`src/rtl/stencil_out_collector.sv`:
```
// Collects ST-lane stencil result beats into full rows using a two-bank ping-pong
// buffer, then drains each finished row one word per cycle over a valid/ready stream.
module stencil_out_collector #(
    parameter int BW      = 32,
    parameter int ST      = 3,
    parameter int COLUMNS = 6,
    parameter int ROWS    = 6,
    localparam int TILES  = (COLUMNS + ST - 1) / ST,
    localparam int RW     = (ROWS > 1) ? $clog2(ROWS) : 1
) (
    input  logic             clock,
    input  logic             reset,
    input  logic             io_collector_valid_in,
    input  logic [BW*ST-1:0] io_collector_data_in,
    output logic             io_collector_ready_out,
    output logic             io_out_valid,
    input  logic             io_out_ready,
    output logic [BW-1:0]    io_out_data,
    output logic             io_out_last,
    output logic [RW-1:0]    io_out_row_idx,
    output logic             io_frame_done,
    output logic             debug_state
);
    localparam int CW = (COLUMNS > 1) ? $clog2(COLUMNS) : 1;
    localparam int GW = (TILES > 1) ? $clog2(TILES) : 1;
    localparam logic [CW-1:0] COL_LAST  = CW'(COLUMNS - 1);
    localparam logic [GW-1:0] TILE_LAST = GW'(TILES - 1);
    localparam logic [RW-1:0] ROW_LAST  = RW'(ROWS - 1);

    // Both handshakes: a transfer happens on a cycle where valid and ready are both
    // high; valid never depends on ready, and a producer holds its data until taken.
    typedef enum logic {IDLE, SEND} state_t;

    state_t          state;
    logic [BW-1:0]   bank [2][COLUMNS];
    logic [1:0]      full, full_set, full_clr;
    logic            wr_bank, rd_bank;
    logic [GW-1:0]   wr_grp;
    logic [CW-1:0]   rd_col, rd_col_nx;
    logic [RW-1:0]   row_cnt;
    logic            accept, row_done;

    assign io_collector_ready_out = reset & ~full[wr_bank];
    assign accept    = io_collector_valid_in & io_collector_ready_out;
    assign row_done  = (state == SEND) & io_out_ready & (rd_col == COL_LAST);
    assign rd_col_nx = rd_col + 1'b1;
    assign debug_state = state;

    // Set and clear always address different banks, since a full bank is never written.
    always_comb begin
        full_set = '0;
        full_clr = '0;
        if (accept && wr_grp == TILE_LAST) full_set[wr_bank] = 1'b1;
        if (row_done)                      full_clr[rd_bank] = 1'b1;
    end

    // Lanes mapping past the last column have no storage slot and are dropped.
    always_ff @(posedge clock) begin
        if (accept) begin
            for (int b = 0; b < 2; b++) begin
                for (int c = 0; c < COLUMNS; c++) begin
                    if (wr_bank == 1'(b) && wr_grp == GW'(c / ST))
                        bank[b][c] <= io_collector_data_in[(c % ST)*BW +: BW];
                end
            end
        end
    end

    always_ff @(posedge clock) begin
        if (!reset) begin
            state          <= IDLE;
            full           <= '0;
            wr_bank        <= 1'b0;
            rd_bank        <= 1'b0;
            wr_grp         <= '0;
            rd_col         <= '0;
            row_cnt        <= '0;
            io_out_valid   <= 1'b0;
            io_out_data    <= '0;
            io_out_last    <= 1'b0;
            io_out_row_idx <= '0;
            io_frame_done  <= 1'b0;
        end else begin
            full          <= (full | full_set) & ~full_clr;
            io_frame_done <= 1'b0;

            if (accept) begin
                if (wr_grp == TILE_LAST) begin
                    wr_bank <= ~wr_bank;
                    wr_grp  <= '0;
                end else begin
                    wr_grp  <= wr_grp + 1'b1;
                end
            end

            case (state)
                IDLE: begin
                    if (full[rd_bank]) begin
                        state          <= SEND;
                        rd_col         <= '0;
                        io_out_valid   <= 1'b1;
                        io_out_data    <= bank[rd_bank][0];
                        io_out_last    <= (COL_LAST == '0);
                        io_out_row_idx <= row_cnt;
                    end
                end
                SEND: begin
                    if (io_out_ready) begin
                        if (rd_col == COL_LAST) begin
                            state        <= IDLE;
                            io_out_valid <= 1'b0;
                            io_out_data  <= '0;
                            io_out_last  <= 1'b0;
                            rd_bank      <= ~rd_bank;
                            if (row_cnt == ROW_LAST) begin
                                row_cnt       <= '0;
                                io_frame_done <= 1'b1;
                            end else begin
                                row_cnt <= row_cnt + 1'b1;
                            end
                        end else begin
                            rd_col      <= rd_col_nx;
                            io_out_data <= bank[rd_bank][rd_col_nx];
                            io_out_last <= (rd_col_nx == COL_LAST);
                        end
                    end
                end
                default: state <= IDLE;
            endcase
        end
    end
endmodule

```
`config.mk`:
```
export PLATFORM = sky130hd
export DESIGN_NAME = stencil_out_collector
export DESIGN_NICKNAME = d
export VERILOG_FILES = /design/src/rtl/stencil_out_collector.sv
export SDC_FILE = /design/constraint.sdc
export NUM_CORES = 1
export LEC_CHECK = 0
export CAP_MARGIN = 25
export CORE_UTILIZATION = 38
export DETAILED_ROUTE_END_ITERATION = 12
export PLACE_DENSITY = 0.55
export SLEW_MARGIN = 10
export SYNTH_ARGS = -nofsm -noshare
export SYNTH_HDL_FRONTEND = slang
export SYNTH_SLANG_ARGS = --single-unit
```
`constraint.sdc`:
```
create_clock -name clock -period 8.35 [get_ports clock]
set_clock_uncertainty 0.15 [all_clocks]
set_input_delay 0.835 -clock clock [delete_from_list [all_inputs] [get_ports clock]]
set_output_delay 0.835 -clock clock [all_outputs]
set_load 0.02 [all_outputs]
```
---- Yosys cells after proc, flatten, opt, wreduce, memory -nomap -nowiden ----
Memories as Yosys holds them, arrays and structs flattened. A register that Yosys moved wholly into a read port is not among the register bits.
Index checks and enable logic that the tools add are counted.
operators by class
  $mul .................................... 0
  shift-type cells ........................ 0
  multiplexer cells ....................... 53
  reductions and logical operators ........ 15
  $lt $le $gt $ge ......................... 5
  equality and inequality tests ........... 7
  bitwise operators ....................... 13
  divide/modulo/power cells ............... 0
  $add $sub $neg .......................... 3
operators by type and width
  kind                 number
  $mux 192             1
  $reduce_or 192->1    1
  $mux 32              5
  $bmux 32 s3          1
  $pmux 32 s2          1
  $mux 1               32
  $mux 3               4
  $eq 3x3->1 const B   3
  $reduce_and 3->1     3
  $logic_and 1x1->1    7
  $add 3x1->3 const B  2
  $mux 2               3
  $ne 2x2->1 const B   3
  $pmux 1 s2           3
  $pmux 3 s2           1
  $reduce_and 2->1     3
  $not 1->1            5
  $and 1x1->1          4
  $ge 4x4->1 const B   1
  $lt 1x2->1 const B   2
  $not 3->4            1
  $reduce_and 4->1     1
  $and 2x2->2          1
  $demux 1 s1          2
  5 further kinds      6
storage, ports and cells
  register bits ........................... 50
  memory bits (writable) .................. 384
  memories ................................ 1
  latch bits .............................. 0
  bits of input ports ..................... 100
  bits in read-only memories .............. 0
  output and inout bits ................... 40
  logic and storage cells ................. 109
memories
  memory  words  bits a word  rd ports  clocked after Yosys merged registers in  wr ports  line  source
  bank    2      192          1         1                                        1         35    logic [BW-1:0] bank [2][COLUMNS];

---- Depth between registers and ports, before layout ----
  depth after elaboration ................. 9
  depth in mapped cells ................... 10
  depth with buffers taken out ............ 7

---- Worst setup path before layout ----
Ideal clock, no wire load.
  kind .................................... input to register
  start point ............................. input reset
  end point ............................... memory bank[1][100] (netlist name) (enable)
  library setup time ...................... 669 ps
  data required time ...................... 7531 ps
  arrival ................................. 7728 ps
  setup slack ............................. -197 ps
  stages .................................. 3
  path buffers ............................ 1
  path through ............................ clkbuf_1 -> nand3_1 -> nor3_1
on the way
  longest elaborated chain between the ends .. 6
  elaborated cells between the ends (all ways) .. 11
  those cells by class .................... mux (8); bitwise (2); reduce/logical (1)
RTL lines
  item                                        line  source
  from (decl)                                 12    input logic reset,
  $and 1x1->1 *                               43    assign io_collector_ready_out = reset & ~full[wr_bank];
  $and 1x1->1 *                               44    assign accept = io_collector_valid_in & io_collector_ready_out;
  $mux 1                                      59    if (accept) begin
  $mux 1 (not written as such)                63    bank[b][c] <= io_collector_data_in[(c % ST)*BW +: BW];
  $reduce_or 192->1 (no line)                 --
  $mux 1 (no line) or $mux 2 (tied branches)  --
  to (decl)                                   35
Every way passes the cells marked *; elsewhere a longest branch is shown, timed or not.

---- Worst setup path in the final report ----
  start point ............................. input reset
  end point ............................... output io_collector_ready_out
on the way
  longest elaborated chain between the ends .. 1
RTL lines
  item         line  source
  $and 1x1->1  43
  to (decl)    15    output logic io_collector_ready_out,
Every way passes these cells.

==> impl_metrics.tcl <==
set metrics [dict create \
    status "complete, no violations" \
    netlist_area_um2 17100 \
    firstDrtPassIters 4 \
    synth_flop_cell "edfxtp_1" \
    dieHeight_um 214 \
    critPathCaptureType "output pin" \
    p_int_uw 3560 \
    clock_power_share 0.407 \
    design_area_um2 20400 \
    crit_slowest_cell "clkdlybuf4s50_1" \
    power.switching_uw 951 \
    fin_tns_setup_ps 0 \
    yosysMostFrequentCell "edfxtp_1" \
    grt_pass1_wl_mm 58.6 \
    finalHoldViolations 0 \
    drcViolationCount 0 \
    grt-ovfl-total 0 \
    setup_viol 0 \
    crit_fanout 54 \
    finalCriticalPeriod_ps 3290 \
    sw_frac_of_total 0.211 \
    worst_pin_slew_ps 1010 \
    dieWidth_um 214 \
    reg2reg_setup_slack_ps 5250 \
    stdcell_count 1746 \
    rsz0062_at_grt "no" \
    worstPathRequired_ps 7360 \
    wl_per_cell_um 22.6 \
    postCtsHoldBufs 0 \
    path_cells "buf_2 -> buf_4 -> and2_1 -> clkdlybuf4s50_1" \
    peakVddDrop_mv 0.134 \
    hold_class "flip-flop to flip-flop" \
    hpwl_mm 22.4 \
    crit_family "buffers and inverters" \
    vias 9116 \
    grt_pass1_vias 9177 \
    ys_seq_area_frac 0.735 \
    dpl_cell_area_um2 19000 \
    h-tree-depth 2 \
    synth_area_leaders "edfxtp_1 68%, mux2i_1 7.8%, dfxtp_1 6.0%" \
    ant_nets 0 \
    yosys_warnings 0 \
    drive_gt1_frac 0.145 \
    synthCells 972 \
    comb_power_share 0.051 \
    synth_top_area_frac 0.675 \
    synth_top_area_cell "edfxtp_1" \
    cts_resized 0 \
    cts.root.buffer_cell "clkbuf_16" \
    final_util 0.461 \
    worstSkewPairLatency_ps 560 \
    report.final.slew_viol_count 0 \
    syn2layout_area_growth_pct 19.5 \
    num_rows 77 \
    grt_max_degree 55 \
    slew_headroom 0.325 \
    power_leakage_uw 0.00622 \
    critPathArrivalTime_ps 2310 \
    portBuffers 139 \
    path_buf_inv 3 \
    gp_congestion 0.712 \
    grt_usage 0.172 \
    post_drt_via_cell_ratio 5.22 \
    wl_mm 39.4 \
    cts_buffer_depth 3 \
    cts_buffers 44 \
    synth_fp_nets 1077 \
    max_freq_ghz 0.304 \
    core_um2 44200 \
    synth.distinct_cells 39 \
    ys_ff_latch 435 \
    dp_cells 1663 \
    postCtsSetupRepairBufs 0 \
    die-area_um2 45800 \
    nNetsFinal 1222 \
    clock-sinks 435 \
    cap_violations 0 \
    powerDensity_nw_per_um2 221 \
    slowest_delay_ps 620 \
    synth_async_sr_flop_share 0 \
    clk_pin_slew_ps 60 \
    power.share.sequential 0.542 \
    drt_iter0_drc 606 \
    antenna_found_initial 4 \
    start_util 0.386 \
    io_pins 140 \
    syn_avg_cell_area_um2 17.6 \
    period_share 0.394 \
    criticalPathCategory "input port to output pin" \
    synthTopCellsByCount "384 x edfxtp_1, 133 x mux2i_1, 64 x a22oi_1" \
    synth_edf_count 384 \
    cp-start-kind "input port" \
    cts_tree "built" \
]
-- metrics by stage --
stage               hold slack, ps  setup WS, ps  power (µW)
floorplan                      290          -197        2590
global placement               314          4880        2720
detailed placement             325          5060        2720
CTS                            333          5030        4560
global route                   355          4980        4660
finish                         327          5060        4510
-- worst min-delay path, stage by stage, from the launching register on --
cell	delay [ps]
dfxtp_1	310
nand2_1	50
a21boi_0	60
-- cell type report --
| type | count | area, µm² |
|---|---|---|
| inverter | 8 | 30.0 |
| fill | 3817 | 23800 |
| antenna | 1 | 2.50 |
| clock buffer | 61 | 1240 |
| sequential | 435 | 12600 |
| multi-input combinational | 466 | 4110 |
| clock inverter | 21 | 111 |
| tap | 592 | 741 |
| timing repair buffer | 162 | 1610 |
-- per-layer routing --
layer,track usage,wire (µm),vias to the layer above
met5,0,32,-
met4,0.0436,693,6
met3,0.0398,2460,55
met2,0.277,18900,243
met1,0.234,17300,4659
li1,-,-,4153
-- cell families (layout without fill, tap and decap cells) --
logic type / after synthesis / in the layout / synth area share
DFF: 435 / 435 / 0.735
xor gates and xnor gates: 2 / 2 / 0.00103
AOI/OAI and AO/OA: 177 / 177 / 0.0774
adders and majority gates: 5 / 5 / 0.00366
and+or+nand+nor: 114 / 114 / 0.0318
muxes: 168 / 168 / 0.123
other: 0 / 1 / 0
buffers and inverters: 71 / 252 / 0.0277
-- placed cells by master, fill, tap and decap left out, types with 5 or more instances in the layout --
cell / count
buf_4: 20
nor2b_1: 6
clkdlybuf4s50_1: 138
dfxtp_1: 48
nor2_1: 35
edfxtp_1: 384
a211oi_2: 30
mux4_2: 31
mux2i_1: 133
inv_1: 8
o21ai_0: 34
clkbuf_16: 45
clkbuf_1: 11
clkbuf_8: 5
a21boi_0: 9
ha_1: 5
a21oi_1: 32
nand3_1: 36
clkinv_1: 5
clkinv_2: 12
nand2_1: 14
a22oi_1: 64
-- final timing paths --
kind,from,endpoint,cells after the start
setup / recovery,reset,io_collector_ready_out,4
hold / removal,io_out_valid,io_out_valid,2
setup reg to reg,rd_col[0],io_out_data[16],6
hold reg to reg,io_out_valid,io_out_valid,2
-- power groups by stage --
stage / clock network [µW] / registers [µW] / logic (µW)
final: 1830 / 2440 / 230
after CTS: 1890 / 2440 / 234
after detailed placement: 0 / 2490 / 233
after global routing: 1970 / 2440 / 248
after global placement: 0 / 2490 / 229
after floorplan: 0 / 2500 / 86.8
-- sequential cells by signal (all words and copies together) (netlist names), named ones only --
register,cells
rd_bank,1
io_out_valid,1
io_out_data,32
bank,384
io_out_last,1
row_cnt,3
io_frame_done,1
wr_bank,1
debug_state,1
rd_col,3
io_out_row_idx,3
full,2
wr_grp,1
(Power assumes the default switching activity.)
